### src/rtl/product_accumulator_pkg.sv
// Shared types and default widths for the product accumulator stage.
package mult_acc_pkg;

  typedef enum logic [0:0] {
    EMPTY = 1'b0,
    HOLD  = 1'b1
  } state_t;

  localparam int INPUT_BIT_SIZE = 32;
  localparam int PROD_BIT_SIZE  = 2 * INPUT_BIT_SIZE;
  localparam int ACC_GUARD_BITS = 8;
  localparam int MAX_TERMS      = 16;

  // Counter must hold 0..max_terms inclusive.
  function automatic int cnt_bit_size(input int max_terms);
    return $clog2(max_terms + 1);
  endfunction

endpackage

### src/rtl/product_accumulator_if.sv
// Product input and group-result output handshakes of the product accumulator.
interface product_accumulator_if
  import mult_acc_pkg::*;
#(
  parameter int PROD_BIT_SIZE = mult_acc_pkg::PROD_BIT_SIZE,
  parameter int ACC_BIT_SIZE  = mult_acc_pkg::PROD_BIT_SIZE + ACC_GUARD_BITS,
  parameter int CNT_BIT_SIZE  = cnt_bit_size(mult_acc_pkg::MAX_TERMS)
);

  logic                     In_Valid;
  logic                     In_Ready;
  logic [PROD_BIT_SIZE-1:0] Prod;
  logic                     In_Last;
  logic                     Out_Valid;
  logic                     Out_Ready;
  logic [ACC_BIT_SIZE-1:0]  Acc_Out;
  logic [CNT_BIT_SIZE-1:0]  Term_Count;
  logic                     Overflow;

  modport master (
    output In_Valid, Prod, In_Last, Out_Ready,
    input  In_Ready, Out_Valid, Acc_Out, Term_Count, Overflow
  );

  modport slave (
    input  In_Valid, Prod, In_Last, Out_Ready,
    output In_Ready, Out_Valid, Acc_Out, Term_Count, Overflow
  );

endinterface

### src/rtl/product_accumulator_acc_adder.sv
// Accumulator adder with carry out; ACC_SATURATE_EN clamps the sum to all-ones on carry.
module acc_adder #(
  parameter int ACC_BIT_SIZE  = 72,
  parameter int PROD_BIT_SIZE = 64
) (
  input  logic [ACC_BIT_SIZE-1:0]  i_a,
  input  logic [PROD_BIT_SIZE-1:0] i_b,
  output logic [ACC_BIT_SIZE-1:0]  o_sum,
  output logic                     o_carry
);

  logic [ACC_BIT_SIZE:0] w_raw;

  // Widened add; an all-ones accumulator plus any nonzero term carries again, so a clamp persists.
  always_comb begin
    w_raw   = {1'b0, i_a} + (ACC_BIT_SIZE + 1)'(i_b);
    o_carry = w_raw[ACC_BIT_SIZE];
`ifdef ACC_SATURATE_EN
    if (w_raw[ACC_BIT_SIZE]) begin
      o_sum = {ACC_BIT_SIZE{1'b1}};
    end else begin
      o_sum = w_raw[ACC_BIT_SIZE-1:0];
    end
`else
    o_sum = w_raw[ACC_BIT_SIZE-1:0];
`endif
  end

endmodule

### src/rtl/product_accumulator.sv
// Sums groups of multiplier products (closed by In_Last or MAX_TERMS) and holds each result
// on a valid/ready port. ACC_SATURATE_EN selects clamping instead of wrapping on overflow.
module product_accumulator
  import mult_acc_pkg::*;
#(
  parameter int INPUT_BIT_SIZE = mult_acc_pkg::INPUT_BIT_SIZE,
  parameter int PROD_BIT_SIZE  = 2 * INPUT_BIT_SIZE,
  parameter int ACC_BIT_SIZE   = PROD_BIT_SIZE + ACC_GUARD_BITS,
  parameter int MAX_TERMS      = mult_acc_pkg::MAX_TERMS,
  parameter int CNT_BIT_SIZE   = cnt_bit_size(MAX_TERMS)
) (
  input  logic                 Clk,
  input  logic                 Reset,
  product_accumulator_if.slave bus
);

  if (ACC_BIT_SIZE < PROD_BIT_SIZE) begin : g_acc_width_chk
    $error("ACC_BIT_SIZE must be >= PROD_BIT_SIZE");
  end
  if (PROD_BIT_SIZE != 2 * INPUT_BIT_SIZE) begin : g_prod_width_chk
    $error("PROD_BIT_SIZE must be 2*INPUT_BIT_SIZE");
  end

  state_t                  r_state;
  logic [ACC_BIT_SIZE-1:0] r_acc;
  logic [CNT_BIT_SIZE-1:0] r_cnt;
  logic                    r_ovf;
  logic [ACC_BIT_SIZE-1:0] r_acc_out;
  logic [CNT_BIT_SIZE-1:0] r_term_count;
  logic                    r_overflow;

  logic                    w_in_ready;
  logic                    w_accept;
  logic [ACC_BIT_SIZE-1:0] w_sum;
  logic                    w_carry;
  logic [CNT_BIT_SIZE-1:0] w_cnt_n;
  logic                    w_ovf_n;
  logic                    w_close;

  acc_adder #(
    .ACC_BIT_SIZE  (ACC_BIT_SIZE),
    .PROD_BIT_SIZE (PROD_BIT_SIZE)
  ) u_acc_adder (
    .i_a     (r_acc),
    .i_b     (bus.Prod),
    .o_sum   (w_sum),
    .o_carry (w_carry)
  );

  // Ready is combinational from Out_Ready so a closing term always has a free result slot.
  always_comb begin
    w_in_ready = (r_state == EMPTY) || bus.Out_Ready;
    w_accept   = bus.In_Valid && w_in_ready;
    w_cnt_n    = r_cnt + CNT_BIT_SIZE'(1);
    w_ovf_n    = r_ovf | w_carry;
    w_close    = bus.In_Last || (w_cnt_n == CNT_BIT_SIZE'(MAX_TERMS));
  end

  assign bus.In_Ready   = w_in_ready;
  assign bus.Out_Valid  = (r_state == HOLD);
  assign bus.Acc_Out    = r_acc_out;
  assign bus.Term_Count = r_term_count;
  assign bus.Overflow   = r_overflow;

  // Group accumulation and result-slot FSM; output registers are only written on a close.
  always_ff @(posedge Clk or negedge Reset) begin
    if (!Reset) begin
      r_state      <= EMPTY;
      r_acc        <= {ACC_BIT_SIZE{1'b0}};
      r_cnt        <= {CNT_BIT_SIZE{1'b0}};
      r_ovf        <= 1'b0;
      r_acc_out    <= {ACC_BIT_SIZE{1'b0}};
      r_term_count <= {CNT_BIT_SIZE{1'b0}};
      r_overflow   <= 1'b0;
    end else if (w_accept && w_close) begin
      r_acc_out    <= w_sum;
      r_term_count <= w_cnt_n;
      r_overflow   <= w_ovf_n;
      r_acc        <= {ACC_BIT_SIZE{1'b0}};
      r_cnt        <= {CNT_BIT_SIZE{1'b0}};
      r_ovf        <= 1'b0;
      r_state      <= HOLD;
    end else begin
      if (w_accept) begin
        r_acc <= w_sum;
        r_cnt <= w_cnt_n;
        r_ovf <= w_ovf_n;
      end
      if ((r_state == HOLD) && bus.Out_Ready) begin
        r_state <= EMPTY;
      end
    end
  end

endmodule

### src/flat_wrapper.sv
// flat-port wrapper written by rule: the top's interface ports become plain ports
module product_accumulator_flat import mult_acc_pkg::*;
#(
  parameter int INPUT_BIT_SIZE = mult_acc_pkg::INPUT_BIT_SIZE,
  parameter int PROD_BIT_SIZE  = 2 * INPUT_BIT_SIZE,
  parameter int ACC_BIT_SIZE   = PROD_BIT_SIZE + ACC_GUARD_BITS,
  parameter int MAX_TERMS      = mult_acc_pkg::MAX_TERMS,
  parameter int CNT_BIT_SIZE   = cnt_bit_size(MAX_TERMS)
)
  (Clk, Reset, bus_In_Valid, bus_Prod, bus_In_Last, bus_Out_Ready, bus_In_Ready, bus_Out_Valid, bus_Acc_Out, bus_Term_Count, bus_Overflow);
  product_accumulator_if #(.PROD_BIT_SIZE(PROD_BIT_SIZE), .ACC_BIT_SIZE(ACC_BIT_SIZE), .CNT_BIT_SIZE(CNT_BIT_SIZE)) bus_i ();
  input  logic Clk;
  input  logic Reset;
  input wire logic [$bits(bus_i.In_Valid)-1:0] bus_In_Valid;
  input wire logic [$bits(bus_i.Prod)-1:0] bus_Prod;
  input wire logic [$bits(bus_i.In_Last)-1:0] bus_In_Last;
  input wire logic [$bits(bus_i.Out_Ready)-1:0] bus_Out_Ready;
  output wire logic [$bits(bus_i.In_Ready)-1:0] bus_In_Ready;
  output wire logic [$bits(bus_i.Out_Valid)-1:0] bus_Out_Valid;
  output wire logic [$bits(bus_i.Acc_Out)-1:0] bus_Acc_Out;
  output wire logic [$bits(bus_i.Term_Count)-1:0] bus_Term_Count;
  output wire logic [$bits(bus_i.Overflow)-1:0] bus_Overflow;
  assign bus_i.In_Valid = bus_In_Valid;
  assign bus_i.Prod = bus_Prod;
  assign bus_i.In_Last = bus_In_Last;
  assign bus_i.Out_Ready = bus_Out_Ready;
  assign bus_In_Ready = bus_i.In_Ready;
  assign bus_Out_Valid = bus_i.Out_Valid;
  assign bus_Acc_Out = bus_i.Acc_Out;
  assign bus_Term_Count = bus_i.Term_Count;
  assign bus_Overflow = bus_i.Overflow;
  product_accumulator #(.INPUT_BIT_SIZE(INPUT_BIT_SIZE), .PROD_BIT_SIZE(PROD_BIT_SIZE), .ACC_BIT_SIZE(ACC_BIT_SIZE), .MAX_TERMS(MAX_TERMS), .CNT_BIT_SIZE(CNT_BIT_SIZE)) u_core (.Clk(Clk), .Reset(Reset), .bus(bus_i));
endmodule
### config.mk
export PLATFORM = sky130hd
export DESIGN_NAME = product_accumulator_flat
export DESIGN_NICKNAME = d
export VERILOG_FILES = /design/src/rtl/product_accumulator_pkg.sv /design/src/rtl/product_accumulator_if.sv /design/src/rtl/product_accumulator_acc_adder.sv /design/src/rtl/product_accumulator.sv /design/src/flat_wrapper.sv
export SDC_FILE = /design/constraint.sdc
export NUM_CORES = 1
export LEC_CHECK = 0
export ABC_AREA = 1
export CORE_UTILIZATION = 42
export CTS_CLUSTER_SIZE = 28
export DETAILED_ROUTE_END_ITERATION = 10
export HOLD_SLACK_MARGIN = 0.12
export PLACE_DENSITY_LB_ADDON = 0.05
export SYNTH_ARGS = -nofsm -noshare
export SYNTH_HDL_FRONTEND = slang
export SYNTH_SLANG_ARGS = --single-unit
### constraint.sdc
create_clock -name Clk -period 1.9 [get_ports Clk]
set_input_delay 0.19 -clock Clk [delete_from_list [all_inputs] [get_ports Clk]]
set_output_delay 0.19 -clock Clk [all_outputs]
set_load 0.01 [all_outputs]
* Word level (Yosys, flattened, before mapping)
Index checks and enable logic that the tools add are counted.
** Storage, ports and cells
- Register bits after elaboration :: 157
- Output and inout port bits :: 80
- Word-level logic and storage cells :: 27
** Operators by class
- Bitwise gates (word level) :: 2
- Equal/unequal tests :: 1
- Multiplexer cells :: 8
- Reductions and logical operators :: 7
- $add $sub $neg :: 2
** Operators with widths (count)
- 72-bit two-way mux :: 2
- 72-bit by 64-bit adder with 73-bit output :: 1
- 5-bit two-way mux :: 2
- 5-bit by 1-bit adder with 5-bit output (second input constant) :: 1
- 5-bit == test (second input constant) :: 1
- 1-bit two-way mux :: 4
- 2-bit nonzero test :: 2
- 1-bit logical AND :: 3
- 1-bit logical OR :: 2
- 1-bit inverter :: 1
- 1-bit bitwise OR :: 1

* Depth between registers and ports, before layout
Gate-level depths: netlist of run 1.
- Depth after elaboration :: 5
- Gate-level depth with buffers :: 16

* By module
Synthesis of run 1 repeated with hierarchy kept, for this count alone.
** Second synthesis, totals
- Cell total of the unflattened synthesis :: 1972
- Area, all modules :: 12451.9 um^2
** By module, submodules not included
- product_accumulator :: times used 1, cells an instance 717, area an instance 6429.9 um^2
- acc_adder :: times used 1, cells an instance 1255, area an instance 6022.0 um^2

* Least setup slack after synthesis of run 1
OpenSTA, ideal clock, no wires.
- Kind :: reg-to-reg
- Start :: register u_core.r_acc[0]
- End :: register u_core.r_acc_out[62] (netlist: u_core.bus.Acc_Out[62])
- Arrival time :: 1.897 ns
- Setup slack :: -0.114 ns
- Buffers on the path :: 0
- Clock period less this slack :: 2.014 ns
- Setup time :: 0.117 ns
- Cell stages (with the launch flop) :: 15
- Cells stage by stage :: dfrtp_1 -> ha_1 -> fa_1 -> nand3_1 -> nand3_2 -> nand2_1 -> nand2_1 -> nand2_1 -> nand3_1 -> nand2_1 -> nand2_1 -> nand2_1 -> nand3b_1 -> nand3_1 -> nand2_1
** Between the ends
- Longest elaborated chain between the ends :: 1
** Ends and longest elaborated chain
- start, declared :: line product_accumulator.sv:25 : logic [ACC_BIT_SIZE-1:0] r_acc;
- start signal, assigned :: line product_accumulator.sv:69 : r_acc <= {ACC_BIT_SIZE{1'b0}};
- start signal, assigned :: line product_accumulator.sv:79 : r_acc <= {ACC_BIT_SIZE{1'b0}};
- start signal, assigned :: line product_accumulator.sv:85 : r_acc <= w_sum;
- 72-bit by 64-bit adder with 73-bit output :: line product_accumulator_acc_adder.sv:16 : w_raw = {1'b0, i_a} + (ACC_BIT_SIZE + 1)'(i_b);
- end signal, assigned :: line product_accumulator.sv:72 : r_acc_out <= {ACC_BIT_SIZE{1'b0}};
- end signal, assigned :: line product_accumulator.sv:76 : r_acc_out <= w_sum;
- end, declared :: line product_accumulator.sv:28 : logic [ACC_BIT_SIZE-1:0] r_acc_out;
Every way passes these cells.
A chain may end at the register's enable or synchronous reset.

* Final worst setup path of run 1
- Start :: register u_core.r_acc[25]
- End :: register u_core.r_acc[59]
** Between the ends
- Longest elaborated chain between the ends :: 3
** Ends and longest elaborated chain
- 72-bit by 64-bit adder with 73-bit output :: line product_accumulator_acc_adder.sv:16
- 72-bit two-way mux :: line product_accumulator.sv:84 : if (w_accept) begin
- 72-bit two-way mux :: line product_accumulator.sv:75 : end else if (w_accept && w_close) begin
Every way passes these cells. The select of a mux whose other input is x is not followed.

==> run_results.csv, run 1 <==
group,metric,value,unit
clock_network,insertion_delay,0.46,ns
routing,viasPerCell,5.55,
floorplanning,die_w,169,µm
timing,setup_ws,-0.560,ns
global_route,grt_max_degree,74,
timing,finalHoldViolations,0,
worst_setup_path,crit_path_max_fanout,4,
global_route,grt_use_total,35.3,%
yosys,ys_types,32,
timing,fmaxAchievable,406,MHz
worst_setup_path,arrival,2.80,ns
yosys,synth_top_area_share,33.6,%
outcome,status,"complete, but fails checks",
global_route,antenna_found_initial,0,
routing,remaining_drc_errors,0,
floorplanning,die_area,28500,µm²
floorplanning,initial_utilization,43.1,%
cells_and_area,antenna_cells,0,
clock_network,numClockSinks,157,
yosys,ys_top_cells_by_area,"dfrtp_1, nand2_1, inv_1",
timing,report.final.setup_viol,134,
yosys,synth_warnings,0,
run,maxCapViolations,0,
yosys,yosysMostFrequentCell,"nand2_1",
worst_setup_path,critPathKind,"register to register",
yosys,synth.cell_area,11700,µm²
place,portBuffers,148,
worst_setup_path,cp.required,2.24,ns
clock_network,cts.path.max_buffers,2,
floorplanning,die_height,169,µm
timing,finClkSkew,0.0164,ns
yosys,synth_cells,1824,
power,irDropWorstVdd,0.000791,V
floorplanning,placeableCoreArea,27100,µm²
power,p_leak,10.3,nW
routing,ant_nets,0,
clock_network,cts_root_buffer,"clkbuf_16",
floorplanning,rows,60,
routing,drt-total-wl,57.7,mm
timing,rsz0062_at_grt,"yes",
routing,first_iter_violations,1346,
global_route,grt.overflow.total,0,
yosys,syn_avg_cell_area,6.40,µm²
timing,slew-limit-headroom,68.9,%
min_path,hold_path.class,"primary input to async pin",
yosys,synth_flop_cell,"dfrtp_1",
power,design_power_total,36.7,mW
worst_setup_path,crit_path_end_kind,"register",
cells_and_area,syn2layout_area_growth,80.8,%
power,power_density,1740,nW/µm²
yosys,ys_top_cells_by_count,"nand2_1, inv_1, dfrtp_1, nor2_1, nand3_1",
global_route,grt_pass1_vias,14400,
routing,vias,14700,
routing,wl_per_cell,21.8,µm
cells_and_area,final_nets,2404,
yosys,syn-num-nets,1960,
yosys,async_flop_share,100,%
timing,holdWs,0.210,ns
worst_setup_path,ff2ff_setup_slack,-0.56,ns
clock_network,cts_tree,"done",
yosys,yosys.area.top_type,"dfrtp_1",
timing,worst_pin_slew,0.467,ns
outcome,violations,"negative setup slack",
timing,period_needed,2.46,ns
timing,fin_crit_sh,129,%
worst_setup_path,start_kind,"register",
timing,finalSetupTns,-38.39,ns
yosys,synth-edff-count,0,
clock_network,cts_made_buffers,17,
cells_and_area,final_core_util,77.9,%
global_route,grt_pass1_wl,76.6,mm
cells_and_area,drive_above_1_share,47.0,%
place,hpwl,34.5,mm
routing,first_pass_iters,6,
clock_network,clk_pin_slew,0.08,ns
floorplanning,ios,149,
clock_network,htreeDepth,4,
yosys,synth-seq-cells,157,
timing,slew_viol_final,0,
yosys,ys_seq_area_share,33.6,%
place,gp_congestion,0.965,
worst_setup_path,reg2regPathDepth,14,
## where the power goes
| group | internal (mW) | leakage (nW) | switching (mW) |
|---|---|---|---|
| logic | 12.2 | 8.04 | 14.5 |
| registers | 4.79 | 1.97 | 1.31 |
| clock network | 2.16 | 0.296 | 1.68 |
## sequential cells by signal, summed over array words and instances, names as in the netlist
| register | flops |
|---|---|
| u_core.r_ovf | 1 |
| u_core.bus.Overflow | 1 |
| u_core.bus.Acc_Out | 72 |
| u_core.r_acc | 72 |
| u_core.bus.Term_Count | 5 |
| u_core.bus.Out_Valid | 1 |
| u_core.r_cnt | 5 |
## critical path, stage by stage (launching register included)
cell and delay, ns:
dfrtp_1 0.42, ha_4 0.32, nand2_2 0.07, inv_2 0.10, nand2_1 0.09, inv_2 0.09, nand2_1 0.13, nor2_2 0.31
nand2_2 0.23, nand2_4 0.22, nand2_4 0.10, nand2_2 0.08, nand2_2 0.06, nand3_2 0.06, nand2_1 0.05
## area by class of cell
cell class              instances  area [µm²]
fillers                      1772        5980
inverters                     278        1080
repair buffers                459        4210
clock buffers                  21         460
multi-input cells            1355       10800
well taps                     372         465
clock inverters                11         156
flip-flops and latches        157        3930
## cells by family after synthesis
kind of cell / count (synthesis) / synth area share, %
AO/OA/AOI/OAI: 206 / 9.00
adder cells (fa/ha/maj): 67 / 7.24
buffers and inverters: 312 / 10.6
flip-flops: 157 / 33.6
AND/OR/NAND/NOR: 1041 / 36.5
XOR/XNOR: 41 / 3.07
## final timing paths
kind	from	to
worst max-delay path	u_core.r_acc[25]	u_core.r_acc[59]
worst min-delay path	Reset	u_core.bus.Acc_Out[8]
worst max register to register	u_core.r_acc[25]	u_core.r_acc[59]
worst min register to register	u_core.bus.Acc_Out[41]	u_core.bus.Acc_Out[41]
max in group asynchronous	Reset	u_core.bus.Acc_Out[0]
min in group Clk	u_core.bus.Acc_Out[41]	u_core.bus.Acc_Out[41]
## repair_timing
| item | 4_1_cts | 5_1_grt |
|---|---|---|
| pin swaps | 196 | 126 |
| hold endpoints to repair | 157 | 0 |
| gates cloned | 0 | 0 |
| setup buffers | 50 | 32 |
| resized for setup | 777 | 308 |
| hold buffers | 1 | 0 |
| setup endpoints to repair | 130 | 149 |
## layout by cell type, fill, tap and decap left out, types with 52 or more instances in the layout
cell / n
nand2_1: 453
buf_4: 243
inv_1: 216
nand2_2: 177
dfrtp_1: 154
clkdlybuf4s50_1: 147
nand2_4: 92
o21ai_1: 81
ha_4: 64
nor2_4: 57
nand3_2: 53
inv_2: 52
nand3_1: 52
buf_6: 52
## through the flow
stage               setup slack (ns)  cell area (µm²)  cells
finish                        -0.560            21100   2653
CTS                           -0.225            19600   2625
global placement              -0.909            15400   2552
global route                  -0.606            21100   2653
floorplan                     0.0106            11700   1824
detailed placement            -0.908            15400   2552
## per-layer routing
| metal | vias up | share of wire (%) | track usage, % |
|---|---|---|---|
| met5 | - | 0 | 0 |
| met4 | 0 | 7.0 | 17.6 |
| met1 | 7031 | 38 | 41.1 |
| met2 | 843 | 48 | 63.5 |
| li1 | 6583 | - | - |
| met3 | 273 | 7.3 | 4.47 |
(Power assumes the default switching activity.)
==> inputs of run 2 (changes only) <==
--- a/config.mk
+++ b/config.mk
@@ -6,10 +6,12 @@
 export NUM_CORES = 1
 export LEC_CHECK = 0
 export ABC_AREA = 1
+export CORE_MARGIN = 10
 export CORE_UTILIZATION = 42
 export CTS_CLUSTER_SIZE = 28
 export DETAILED_ROUTE_END_ITERATION = 10
 export HOLD_SLACK_MARGIN = 0.12
+export MAX_ROUTING_LAYER = met4
 export PLACE_DENSITY_LB_ADDON = 0.05
 export SYNTH_ARGS = -nofsm -noshare
 export SYNTH_HDL_FRONTEND = slang
==> run_results.csv, run 2 (same netlist as run 1, synthesis figures left out) <==
group,metric,value,unit
floorplanning,die_area,34900,µm²
cells_and_area,final_nets,2476,
worst_setup_path,cp.required,2.29,ns
cells_and_area,drive_above_1_share,50.2,%
routing,viasPerCell,5.79,
timing,worst_pin_slew,0.441,ns
worst_setup_path,endpoint,"u_core.bus.Acc_Out[51]",
floorplanning,die_height,187,µm
timing,finalHoldViolations,0,
worst_setup_path,startpoint,"u_core.r_acc[0]",
clock_network,cts_tree,"done",
power,power_density,1760,nW/µm²
worst_setup_path,r2r-end,"u_core.bus.Acc_Out[51]",
worst_setup_path,crit_path_max_fanout,4,
clock_network,clk_pin_slew,0.08,ns
floorplanning,die_w,187,µm
clock_network,cts.path.max_buffers,2,
cells_and_area,mostFrequentLayoutCell,"nand2_1",
floorplanning,placeableCoreArea,27200,µm²
global_route,grt_pass1_wl,79.6,mm
place,gp_congestion,0.999,
cells_and_area,antenna_cells,0,
place,dpl_cell_area,15600,µm²
place,hpwl,36.8,mm
run,maxCapViolations,0,
routing,first_pass_iters,6,
timing,slew-limit-headroom,70.6,%
worst_setup_path,regToRegStartpoint,"u_core.r_acc[0]",
floorplanning,rows,60,
floorplanning,initial_utilization,43.0,%
worst_setup_path,arrival,2.86,ns
worst_setup_path,critPathKind,"register to register",
timing,fmaxAchievable,404,MHz
clock_network,insertion_delay,0.46,ns
power,p_leak,10.9,nW
routing,first_iter_violations,1761,
timing,slew_viol_final,0,
cells_and_area,layout_common_cells,"nand2_1, buf_4, inv_1",
clock_network,cts_made_buffers,17,
cells_and_area,seq_area,3930,µm²
global_route,grt_use_total,29.5,%
clock_network,htreeDepth,4,
cells_and_area,nFillCells,1536,
clock_network,cts_root_buffer,"clkbuf_16",
cells_and_area,final_core_util,81.9,%
timing,rsz0062_at_grt,"yes",
timing,report.final.setup_viol,140,
routing,vias,15800,
timing,fin_crit_sh,130,%
outcome,violations,"negative setup slack",
cells_and_area,multi_input_comb_area,11100,µm²
worst_setup_path,crit_path_end_kind,"register",
clock_network,numClockSinks,157,
timing,period_needed,2.48,ns
worst_setup_path,ff2ff_setup_slack,-0.58,ns
routing,remaining_drc_errors,0,
floorplanning,ios,149,
global_route,grt_max_degree,68,
global_route,antenna_found_initial,0,
outcome,status,"complete, but fails checks",
timing,holdWs,0.247,ns
place,portBuffers,148,
timing,setup_ws,-0.576,ns
global_route,grt.overflow.total,0,
timing,finClkSkew,0.0143,ns
cells_and_area,syn2layout_area_growth,90.5,%
power,design_power_total,39.2,mW
power,irDropWorstVdd,0.00100,V
worst_setup_path,start_kind,"register",
worst_setup_path,reg2regPathDepth,16,
routing,drt-total-wl,67.7,mm
global_route,grt_pass1_vias,14500,
routing,wl_per_cell,24.9,µm
min_path,hold_path.class,"primary input to async pin",
routing,ant_nets,0,
cells_and_area,fin_area,22200,µm²
[run 2: changes by cell type in the layout (fill, tap and decap cells not counted), sizes merged]
cell / change
buf: +67
inv: +4
clkbuf: +1
clkinv: +1
clkinvlp: -1
[run 2: per-layer routing]
metal	GRT usage (%)	up-vias	wire length [µm]
met5	-	-	0
met1	33.4	7414	24200
li1	-	6735	-
met3	3.89	461	6020
met2	50.4	1157	31300
met4	14.7	0	6230
[run 2: worst min-delay path by stage]
stage / cells after the start / end / startpoint
after floorplan: 0 / u_core.bus.Acc_Out[0] / Reset
after global placement: 1 / u_core.bus.Acc_Out[10] / Reset
after detailed placement: 1 / u_core.bus.Acc_Out[10] / Reset
after CTS: 2 / u_core.bus.Acc_Out[9] / Reset
after global routing: 2 / u_core.r_acc[10] / Reset
final: 2 / u_core.bus.Acc_Out[9] / Reset
[run 2: per-stage QoR]
step,setup WS [ns],cells,setup TNS [ns]
2_1_floorplan,0.0106,1824,0
3_3_place_gp,-0.873,2565,-76.27
3_5_place_dp,-0.894,2565,-80.14
4_1_cts,-0.315,2645,-21.76
5_1_grt,-0.708,2725,-57.20
6_report,-0.576,2725,-45.49
[run 2: timing repair]
action                                  4_1_cts  5_1_grt
pin swaps                                   171      248
gates resized for setup                     668      508
setup buffers                                51       74
gates cloned                                  1       10
hold buffers                                  1        0
endpoints found under the setup margin      127      150
hold endpoints to repair                    157        0
[run 2: final cells by class]
| type | count | area share [%] |
|---|---|---|
| clock inverters | 15 | 0.883 |
| inverters | 278 | 4.92 |
| clock buffers | 17 | 1.91 |
| well taps | 372 | 2.09 |
| multi-input cells | 1355 | 49.7 |
| flip-flops and latches | 157 | 17.7 |
| repair buffers | 531 | 22.8 |
[run 2: power breakdown]
| group | switching [mW] | internal, mW | leakage, nW |
|---|---|---|---|
| combinational | 15.8 | 13.3 | 8.64 |
| clock | 1.81 | 2.12 | 0.306 |
| sequential | 1.38 | 4.79 | 1.97 |
[run 2: critical path, stage by stage, from the launching register on]
cell and delay (ns):
dfrtp_1 0.40, ha_2 0.20, buf_4 0.14, buf_6 0.12, nand3_4 0.08, nand3_4 0.13, buf_6 0.16, buf_4 0.12
nand4_1 0.08, nand3_2 0.24, nand2_4 0.19, nand2_8 0.12, nand2_4 0.10, nand2_2 0.05, nand2_2 0.08, nand3_2 0.09
nand2_1 0.10
==> inputs of run 3 (changes only) <==
--- a/config.mk
+++ b/config.mk
@@ -6,7 +6,7 @@
 export NUM_CORES = 1
 export LEC_CHECK = 0
 export ABC_AREA = 1
-export CORE_MARGIN = 10
+export CORE_ASPECT_RATIO = 2
 export CORE_UTILIZATION = 42
 export CTS_CLUSTER_SIZE = 28
 export DETAILED_ROUTE_END_ITERATION = 10
==> run_results.csv, run 3 (same netlist as run 1, synthesis figures left out) <==
group,metric,value,unit
timing,report.final.setup_viol,152,
power,clockPowerShare,10.2,%
routing,remaining_drc_errors,0,
timing,period_needed,2.35,ns
clock_network,cts_root_buffer,"clkbuf_16",
floorplanning,initial_utilization,42.6,%
global_route,grt_pass1_vias,14700,
floorplanning,die_area,28500,µm²
cells_and_area,seq_area,3930,µm²
worst_setup_path,critical_path.max_stage_delay,0.41,ns
floorplanning,die_height,238,µm
worst_setup_path,arrival,2.71,ns
clock_network,cts.path.max_buffers,2,
power,combPwrFrac,73.4,%
worst_setup_path,regToRegStartpoint,"u_core.r_acc[5]",
routing,drt-total-wl,62.6,mm
routing,wl_per_cell,23.5,µm
routing,vias,14800,
power,irDropWorstVdd,0.00100,V
worst_setup_path,path_buf_inv,2,
power,p_int,19.5,mW
clock_network,clk_pin_slew,0.07,ns
timing,holdWs,0.240,ns
global_route,grt_max_degree,70,
worst_setup_path,cp.required,2.26,ns
cells_and_area,mostFrequentLayoutCell,"nand2_1",
cells_and_area,drive_above_1_share,49.4,%
outcome,status,"complete, but fails checks",
floorplanning,ios,149,
floorplanning,rows,86,
worst_setup_path,startpoint,"u_core.r_acc[5]",
timing,slew-limit-headroom,70.0,%
place,dp_cells,2552,
power,p_leak,10.7,nW
clock_network,insertion_delay,0.47,ns
cells_and_area,syn2layout_area_growth,85.7,%
timing,worst_pin_slew,0.450,ns
global_route,grt.overflow.total,0,
global_route,grt_pass1_wl,79.1,mm
run,maxCapViolations,0,
worst_setup_path,critPathKind,"register to register",
power,sequentialPowerShare,16.4,%
floorplanning,die_w,120,µm
routing,first_pass_iters,7,
worst_setup_path,start_kind,"register",
routing,ant_nets,0,
floorplanning,placeableCoreArea,27400,µm²
timing,finalHoldViolations,0,
timing,slew_viol_final,0,
clock_network,numClockSinks,157,
timing,fin_crit_sh,124,%
cells_and_area,layout_common_cells,"nand2_1, buf_4, inv_1",
cells_and_area,final_nets,2440,
worst_setup_path,crit_path_end_kind,"register",
place,hpwl,40.1,mm
power,p_sw,18.0,mW
worst_setup_path,crit_chain,"ha_4 -> nand2_1 -> nand2_1 -> nand2_1 -> nand2_1 -> inv_1 -> nand2_4 -> nand2_2 -> nand2_2 -> nand2_2 -> nand2_4 -> nand2_2 -> nand2_1 -> nand2_2 -> buf_4 -> nand3_2 -> nand2_1",
worst_setup_path,crit_path_max_fanout,4,
worst_setup_path,crit_top_cell,"nand2_1",
global_route,antenna_found_initial,1,
place,portBuffers,148,
global_route,grt_use_total,39.1,%
routing,first_iter_violations,974,
timing,setup_ws,-0.451,ns
routing,viasPerCell,5.55,
cells_and_area,nFillCells,1837,
timing,rsz0062_at_grt,"yes",
cells_and_area,final_cells,2670,
worst_setup_path,crit_slowest_cell,"dfrtp_1",
outcome,violations,"negative setup slack",
cells_and_area,multi_input_comb_area,10900,µm²
timing,finalSetupTns,-36.69,ns
power,p_sw_share,47.9,%
power,design_power_total,37.5,mW
worst_setup_path,path_delay_family,"simple AND/OR/NAND/NOR gates",
clock_network,htreeDepth,4,
clock_network,cts_made_buffers,17,
place,dpl_worst_slack,-0.931,ns
timing,fmaxAchievable,425,MHz
min_path,hold_path.class,"primary input to async pin",
timing,finClkSkew,0.00812,ns
power,power_density,1730,nW/µm²
place,gp_congestion,1.05,
clock_network,cts_tree,"done",
run 3: cell count changes in the layout (fill, tap and decap cells not counted), moves of 7 or more:
cell     change
nor2_4      -11
buf_6       -24
buf_4       -13
nand3_2     +13
o21ai_1      -7
o21ai_2      +7
nand3_1     -10
run 3: power groups by stage:
stage / combinational (mW) / clock [mW] / sequential (mW)
CTS: 22.3 / 3.81 / 6.04
finish: 27.6 / 3.82 / 6.15
floorplan: 7.94 / 0 / 5.89
detailed placement: 16.7 / 0 / 5.82
global route: 29.0 / 3.92 / 6.24
global placement: 16.5 / 0 / 5.79
run 3: layout make-up:
cell class              count  share of cell area (%)
inverters                 278                    4.95
repair buffers            494                    21.5
repair inverters            1                  0.0519
well taps                 352                    2.03
diodes                      1                  0.0115
clock inverters            14                   0.825
multi-input cells        1355                    50.4
clock buffers              18                    2.02
flip-flops and latches    157                    18.1
run 3: path summary, 6_finish.rpt:
kind / to / slack, ns / cells past startpoint
worst min-delay path: u_core.bus.Acc_Out[20] / 0.24 / 2
worst min register to register: u_core.bus.Acc_Out[43] / 0.48 / 2
worst max register to register: u_core.bus.Acc_Out[60] / -0.45 / 17
worst max-delay path: u_core.bus.Acc_Out[60] / -0.45 / 17
min in group Clk: u_core.bus.Out_Valid / 0.47 / 5
max in group asynchronous: u_core.r_acc[47] / 0.97 / 3
run 3: stage by stage:
step	instance area, µm²	utilization (%)
floorplan	11700	-
global placement	15500	56.4
detailed placement	15500	56.4
CTS	19500	70.9
global route	21700	79.0
finish	21700	79.0
run 3: worst reg2reg max path: stages (launching register included):
cell and delay [ns]:
dfrtp_1 0.41, ha_4 0.33, nand2_1 0.08, nand2_1 0.18
nand2_1 0.11, nand2_1 0.16, inv_1 0.10, nand2_4 0.10
nand2_2 0.06, nand2_2 0.09, nand2_2 0.08, nand2_4 0.10
nand2_2 0.06, nand2_1 0.08, nand2_2 0.06, buf_4 0.13
nand3_2 0.06, nand2_1 0.05
run 3: timing repair:
action	4_1_cts	5_1_grt
setup endpoints to repair	149	157
endpoints found under the hold margin	157	0
hold buffers	1	0
cloned	2	10
setup buffers	46	47
resized for setup	702	447
pin swaps	180	217
run 3: routing by layer:
| metal | wire, µm | GRT usage (%) | vias up |
|---|---|---|---|
| met5 | 0 | - | - |
| met4 | 8140 | 37.9 | 0 |
| met1 | 18100 | 31.1 | 7080 |
| met2 | 32500 | 73.1 | 648 |
| li1 | - | - | 6658 |
| met3 | 3910 | 5.95 | 422 |
